===== src/rtl/stop_watch_pkg.sv =====
// Shared state encoding and output decode for the multi-channel stopwatch controller.
package stop_watch_pkg;

    typedef enum logic [1:0] {
        ST_STOP  = 2'd0,
        ST_RUN   = 2'd1,
        ST_LAP   = 2'd2,
        ST_CLEAR = 2'd3
    } sw_state_e;

    typedef struct packed {
        logic run;
        logic clear;
        logic lap_hold;
    } sw_out_t;

    function automatic sw_out_t sw_decode(input sw_state_e st);
        sw_out_t o;
        o = '0;
        case (st)
            ST_STOP:  o = '{run: 1'b0, clear: 1'b0, lap_hold: 1'b0};
            ST_RUN:   o = '{run: 1'b1, clear: 1'b0, lap_hold: 1'b0};
            ST_LAP:   o = '{run: 1'b1, clear: 1'b0, lap_hold: 1'b1};
            ST_CLEAR: o = '{run: 1'b0, clear: 1'b1, lap_hold: 1'b0};
            default:  o = '0;
        endcase
        return o;
    endfunction

endpackage


===== src/rtl/sw_ch_fsm.sv =====
// Single stopwatch channel: RUN/STOP/LAP/CLEAR Moore FSM with a self-terminating clear counter.
module sw_ch_fsm
    import stop_watch_pkg::*;
#(
    parameter int CLR_CYC = 4
) (
    input  logic       clk,
    input  logic       rst,
    input  logic       i_run_stop,
    input  logic       i_lap,
    input  logic       i_clear,
    input  logic       i_all_start,
    input  logic       i_all_stop,
    output logic [1:0] o_state,
    output logic       o_run,
    output logic       o_clear,
    output logic       o_lap_hold
);

    localparam int CNT_W = (CLR_CYC > 1) ? $clog2(CLR_CYC) : 1;

    sw_state_e  state_q, state_d;
    logic [CNT_W-1:0] cnt_q, cnt_d;
    sw_out_t    dec;

    always_ff @(posedge clk or negedge rst) begin
        if (!rst) begin
            state_q <= ST_STOP;
            cnt_q   <= '0;
        end else begin
            state_q <= state_d;
            cnt_q   <= cnt_d;
        end
    end

    // Global strobes win over local ones; CLEAR keeps counting regardless.
    always_comb begin
        state_d = state_q;
        cnt_d   = cnt_q;
        case (state_q)
            ST_STOP: begin
                if (i_all_start) begin
                    state_d = ST_RUN;
                end else if (i_all_stop) begin
                    state_d = ST_STOP;
                end else if (i_run_stop) begin
                    state_d = ST_RUN;
                end else if (i_clear) begin
                    state_d = ST_CLEAR;
                    cnt_d   = CNT_W'(CLR_CYC - 1);
                end
            end
            ST_RUN: begin
                if (i_all_stop) begin
                    state_d = ST_STOP;
                end else if (i_all_start) begin
                    state_d = ST_RUN;
                end else if (i_run_stop) begin
                    state_d = ST_STOP;
                end else if (i_lap) begin
                    state_d = ST_LAP;
                end
            end
            ST_LAP: begin
                if (i_all_stop) begin
                    state_d = ST_STOP;
                end else if (i_all_start) begin
                    state_d = ST_LAP;
                end else if (i_run_stop) begin
                    state_d = ST_STOP;
                end else if (i_lap) begin
                    state_d = ST_RUN;
                end
            end
            ST_CLEAR: begin
                if (cnt_q == '0) begin
                    state_d = ST_STOP;
                end else begin
                    cnt_d = cnt_q - CNT_W'(1);
                end
            end
            default: begin
                state_d = ST_STOP;
            end
        endcase
    end

    always_comb begin
        dec        = sw_decode(state_q);
        o_state    = state_q;
        o_run      = dec.run;
        o_clear    = dec.clear;
        o_lap_hold = dec.lap_hold;
    end

endmodule


===== src/rtl/stop_watch_ctrl_mc.sv =====
// Multi-channel stopwatch controller: routes button pulses to the selected channel FSM.
// Optional global run/stop across all channels via STOP_WATCH_CTRL_MC_SYNC_ALL_EN.
module stop_watch_ctrl_mc
    import stop_watch_pkg::*;
#(
    parameter int N_CH     = 2,
    parameter int CH_SEL_W = 1,
    parameter int CLR_CYC  = 4
) (
    input  logic                clk,
    input  logic                rst,
    input  logic [CH_SEL_W-1:0] i_ch_sel,
    input  logic                i_run_stop,
    input  logic                i_clear,
    input  logic                i_lap,
`ifdef STOP_WATCH_CTRL_MC_SYNC_ALL_EN
    input  logic                i_all_run_stop,
`endif
    output logic [N_CH-1:0]     o_run,
    output logic [N_CH-1:0]     o_clear,
    output logic [N_CH-1:0]     o_lap_hold,
    output logic [2*N_CH-1:0]   o_state
);

    logic            sel_valid;
    logic            all_pulse;
    logic            all_in_stop;
    logic            all_start;
    logic            all_stop;
    logic [N_CH-1:0] ch_is_stop;

`ifdef STOP_WATCH_CTRL_MC_SYNC_ALL_EN
    assign all_pulse = i_all_run_stop;
`else
    assign all_pulse = 1'b0;
`endif

    // Out-of-range selects silence every channel.
    assign sel_valid   = (32'(i_ch_sel) < N_CH);
    assign all_in_stop = &ch_is_stop;
    assign all_start   = all_pulse && all_in_stop;
    assign all_stop    = all_pulse && !all_in_stop;

    for (genvar k = 0; k < N_CH; k++) begin : g_ch
        logic       hit;
        logic [1:0] st;

        assign hit           = sel_valid && (32'(i_ch_sel) == k) && !all_pulse;
        assign ch_is_stop[k] = (st == ST_STOP);
        assign o_state[2*k +: 2] = st;

        sw_ch_fsm #(
            .CLR_CYC (CLR_CYC)
        ) u_ch (
            .clk         (clk),
            .rst         (rst),
            .i_run_stop  (hit && i_run_stop),
            .i_lap       (hit && i_lap),
            .i_clear     (hit && i_clear),
            .i_all_start (all_start),
            .i_all_stop  (all_stop),
            .o_state     (st),
            .o_run       (o_run[k]),
            .o_clear     (o_clear[k]),
            .o_lap_hold  (o_lap_hold[k])
        );
    end

endmodule


===== config.mk =====
export PLATFORM = sky130hd
export DESIGN_NAME = stop_watch_ctrl_mc
export DESIGN_NICKNAME = d
export VERILOG_FILES = /design/src/rtl/stop_watch_pkg.sv /design/src/rtl/sw_ch_fsm.sv /design/src/rtl/stop_watch_ctrl_mc.sv
export SDC_FILE = /design/constraint.sdc
export NUM_CORES = 1
export LEC_CHECK = 0
export CAP_MARGIN = 10
export CORE_AREA = 2 2 45 47
export DETAILED_ROUTE_END_ITERATION = 10
export DIE_AREA = 0 0 47 49
export HOLD_SLACK_MARGIN = 0.06
export PLACE_DENSITY = 0.7
export SYNTH_ARGS = -nofsm -noshare
export SYNTH_HDL_FRONTEND = slang
export SYNTH_SLANG_ARGS = --single-unit

===== constraint.sdc =====
create_clock -name clk -period 1.5 [get_ports clk]
set_input_delay 0.3 -clock clk [delete_from_list [all_inputs] [get_ports clk]]
set_output_delay 0.3 -clock clk [all_outputs]
set_load 0.005 [all_outputs]

== Word-level counts from Yosys, hierarchy flattened ==
Cells that the tools add are included.

* Flip-flop bits (word level): 8
* Latch bits: 0
* Bits in writable memories: 0
* ROM bits: 0
* Input bits: 6
* Output and inout port bits: 10
* Word-level logic and storage cells: 67
* Memories: 0

* Add/subtract/negate cells: 2
* Multipliers: 0
* Div/mod/pow operators: 0
* $lt $le $gt $ge: 0
* Equal/unequal tests: 20
* Shift-type cells: 0
* Muxes and demuxes: 24
* Bitwise gates (word level): 1
* Reduce and logical (&&, ||, !) cells: 16

{| class="wikitable"
|+ Operator list
! cell !! number
|-
| 2-bit two-way mux || 18
|-
| 3-bit one-hot mux with 4 select lines || 2
|-
| 3-bit by 1-bit != test with 1-bit output, second input constant || 6
|-
| 2-bit one-hot mux with 4 select lines || 2
|-
| 4-bit AND reduction || 4
|-
| 2-bit == test, second input constant || 4
|-
| 2-bit zero test || 4
|-
| 2-bit by 1-bit != test with 1-bit output, second input constant || 4
|-
| 2-bit != test, second input constant || 4
|-
| 2-bit one-hot mux with 2 select lines || 2
|-
| 1-bit logical AND || 6
|-
| 2-bit by 1-bit == test with 1-bit output, second input constant || 2
|-
| 2-bit nonzero test || 2
|-
| 2-bit by 1-bit subtractor with 2-bit output, second input constant || 2
|-
| 1-bit inverter || 1
|}

== Longest topological paths before layout ==
* Word-level depth: 5
* Mapped depth: 6
* Mapped depth without buffers: 6

== Hierarchy ==
From an unflattened synthesis, not the netlist that was laid out.

* Cells, all modules: 86
* Area total of the unflattened synthesis: 739.5 µm²

{| class="wikitable"
|+ By module, submodules not included
! module !! times used !! cells an instance !! area each (µm²) !! sequential area each (µm²)
|-
| sw_ch_fsm at g_ch[1].u_ch || 1 || 39 || 354.1 || 100.1
|-
| sw_ch_fsm at g_ch[0].u_ch || 1 || 40 || 344.1 || 100.1
|-
| stop_watch_ctrl_mc || 1 || 7 || 41.3 || 0.0
|}

== Worst setup path before layout ==
OpenSTA, ideal clock, no wires.

* Kind: flip-flop to flip-flop
* Start: register g_ch[1].u_ch.state_q[1]
* End: register g_ch[1].u_ch.state_q[0]
* Setup time: 126 ps
* Data arrival time: 1376 ps
* Data required time: 1374 ps
* Path slack: -2 ps
* Stages on the path, launching flop included: 7
* Path buffers: 0
* Period minus slack after synthesis: 1502 ps
* Path through: dfrtp_1 inv_1 ha_1 a2bb2oi_1 a21oi_2 a21oi_1 o32a_1

* Word-level cells in the longest chain between the ends: 3
* Elaborated cells on any way between the ends: 10
* Classes of those cells: eq/ne (7); mux (1); reduce/logical (2)

{| class="wikitable"
|+ Ends and longest elaborated chain
! item !! RTL line !! RTL
|-
| start, declared || sw_ch_fsm.sv:22 || <nowiki>sw_state_e state_q, state_d;</nowiki>
|-
| start signal, assigned || sw_ch_fsm.sv:31 || <nowiki>state_q <= state_d;</nowiki>
|-
| 2-bit == test, or another cell as far along || sw_ch_fsm.sv:40 || <nowiki>case (state_q)</nowiki>
|-
| 3-bit by 1-bit != test with 1-bit output (no line) / 2-bit by 1-bit != test with 1-bit output (equally long branches) || - ||
|-
| 4-bit AND reduction (no line) || - ||
|}

Several ways; a longest one is shown, not always the timed one.
A chain may end at the register's enable or synchronous reset.

== Final worst setup path ==
* Start: register g_ch[1].u_ch.state_q[0]
* End: register g_ch[1].u_ch.state_q[0]

Same word-level chain as after synthesis.

==> run metrics <==
outcome finished, violations left; failing checks negative setup slack; setup ws final -80.2 ps; Starting Density 0.404; Max Slew Vio Count 0; register area 201 µm²; Area growth syn-to-layout 68.0%; initial antenna violation count 0; CTS tree built; number of synthesized register bits 8; dpl cell area 988 µm²; Crit path arrival time between 1500 and 2000 ps; Mapped Cells 84; Layout Nets ~140; Total Routing Usage GR 0.167; die width 47 µm; Core Rows 16; Routed wire per std cell between 10 and 15 µm; Worst VDD drop around 0.0014 V; Yosys warnings 0; cts hold-fix bufs 0; global-route wire length before repair roughly 2.8 mm; Tmin final roughly 1600 ps; Longest Clk Path Bufs 2; die area approximately 2300 µm²; critical path capture point type flip-flop; synth unique cells 23; Num CTS Buffers 3; Setup CP Type reg -> reg; fmax about 0.63 GHz; CP Data Required Time 1640 ps; area of the multi-input gates between 600 and 700 µm²; Mapped Nets between 100 and 150; n_diodes 0; Skew-Pair Late Insertion Delay 250 ps; IO Count 16; layout cells sized above 1 0.487; Worst Setup Start Kind flip-flop; vias in the first global route 694; Layout fillers 146; largest net degree at the start of global routing 9; PD cells ~2100 nW/µm²; Routed Antenna Nets 0; Leakage 0.579 nW; H-tree levels 1; clk slew on worst S/H paths around 60 ps; setup violators final 2; final instance area 1250 µm²; Final period util 1.05; Via Count 704; vias per inst 4.82; First DRT Iteration DRCs 6; final wirelength 1.81 mm; drt pass-1 iters 4; core outline area around 1800 µm²; PortBufs 15; Max-Cap Viols 0; Worst slew margin 0.743; Post-DP HPWL 1.16 mm; CP Max Fanout 3; Root Driver clkbuf_4; CTS sink cnt 8; Residual DRC 0; Setup TNS -98.8 ps; die height 49 µm; worst slew pin tran 384 ps; Avg Inst Size Synth about 8.8 µm²; Hold Crit Class in -> async; final hold violations 0; overflow left after global routing 0; Post-Syn Area 743 µm²; Clock Skews a little over 9 ps; Final Wtd Congestion 0.766; RSZ-0062 raised after global routing true; sequential area share after synthesis 0.269
[logic make-up (layout without fill, tap and decap cells)]
family                     count (synthesis)  after routing  synth area share
and+or+nand+nor                           23             23             0.141
muxes                                      3              3            0.0438
buffers and inverters                     16             51             0.111
adders and majority gates                 16             16             0.269
AOI/OAI and AO/OA                         18             18             0.165
DFF                                        8              8             0.269
[cells in the final DEF, fill, tap and decap left out, drive strengths merged, types with 2 or more instances in the layout]
cell type	n
clkdlybuf4s50	5
nand2	9
o21ai	4
clkbuf	8
dlygate4sd2	3
a31oi	3
dfrtp	8
buf	24
ha	16
inv	10
mux2	2
nor2	7
a2bb2oi	2
a21oi	4
nor2b	3
nand2b	2
[state kept, by name (all words and copies together) (netlist names)]
signal and flops:
g_ch.u_ch.cnt_q 4, g_ch.u_ch.o_state 4
[worst max-delay path, stage by stage, from the launching register on]
cell       delay [ps]
dfrtp_1           420
buf_6             140
ha_4              160
a2bb2oi_2         150
a21oi_2           210
a21oi_2           100
o32a_1            290
[metrics by stage]
step / instances / utilization / hold WS, ps / worst slack [ps] / power [mW]
floorplan: 84 / - / 4.41 / 12.5 / 1.25
global placement: 134 / 0.537 / 472 / -123 / 1.76
detailed placement: 134 / 0.537 / 480 / -166 / 1.81
CTS: 146 / 0.607 / 333 / -100 / 2.19
global route: 146 / 0.678 / 363 / -132 / 2.84
finish: 146 / 0.678 / 329 / -80.2 / 2.62
[routing by layer]
| layer | up-vias | track usage | part of all wire |
|---|---|---|---|
| li1 | 343 | - | - |
| met2 | 24 | 0.308 | 0.55 |
| met4 | 0 | 0.0602 | 0.019 |
| met5 | - | 0 | 0 |
| met1 | 331 | 0.173 | 0.38 |
| met3 | 6 | 0.0370 | 0.049 |
[timing repair]
action | CTS | global route
setup buffers | 8 | 0
pin swaps | 5 | 11
endpoints found under the setup margin | 14 | 14
gates resized for setup | 38 | 33
[cell type report]
type,instances,area share
multi-input combinational,60,0.499
timing repair buffer,37,0.258
sequential,8,0.161
inverter,10,0.0341
tap,27,0.0271
clock buffer,4,0.0210
[cell usage after synthesis]
master / number / share of area
nand2_1: 9 / 0.045
a31oi_1: 3 / 0.025
nor2_1: 7 / 0.035
inv_1: 10 / 0.051
o21ai_0: 2 / 0.013
o21ba_2: 1 / 0.013
a21oi_2: 1 / 0.012
and2_2: 1 / 0.010
mux2_2: 2 / 0.030
ha_1: 16 / 0.27
a2bb2oi_1: 2 / 0.024
o211ai_1: 1 / 0.010
nand2b_1: 2 / 0.017
nor2b_1: 3 / 0.025
or2_2: 1 / 0.0084
o21ai_1: 2 / 0.013
o32a_1: 1 / 0.013
dfrtp_1: 8 / 0.27
a21oi_1: 3 / 0.020
o2bb2ai_1: 1 / 0.012
mux2i_1: 1 / 0.013
o22ai_1: 1 / 0.0084
buf_4: 6 / 0.061
[where the power goes]
| part | total [mW] | switching, mW | internal (mW) |
|---|---|---|---|
| Clock | 0.178 | 0.0765 | 0.102 |
| Combinational | 2.04 | 0.897 | 1.15 |
| Sequential | 0.403 | 0.0842 | 0.319 |
| Total | 2.62 | 1.06 | 1.57 |
[final timing paths]
check                                                    startpoint  slack [ps]  cells after the start                                   to
worst max-delay path            g_ch[1].u_ch.o_state[0]$_DFFE_PN0P_         -80                      6  g_ch[1].u_ch.o_state[0]$_DFFE_PN0P_
worst min-delay path                                            rst         330                      1  g_ch[1].u_ch.o_state[0]$_DFFE_PN0P_
worst max register to register  g_ch[1].u_ch.o_state[0]$_DFFE_PN0P_         -80                      6  g_ch[1].u_ch.o_state[0]$_DFFE_PN0P_
worst min register to register    g_ch[1].u_ch.cnt_q[0]$_DFFE_PN0P_         480                      1    g_ch[1].u_ch.cnt_q[0]$_DFFE_PN0P_
max in group asynchronous                                       rst         880                      1  g_ch[1].u_ch.o_state[1]$_DFFE_PN0P_
min in group clk                  g_ch[1].u_ch.cnt_q[0]$_DFFE_PN0P_         480                      1    g_ch[1].u_ch.cnt_q[0]$_DFFE_PN0P_
Power figures use the tool's default switching activity.
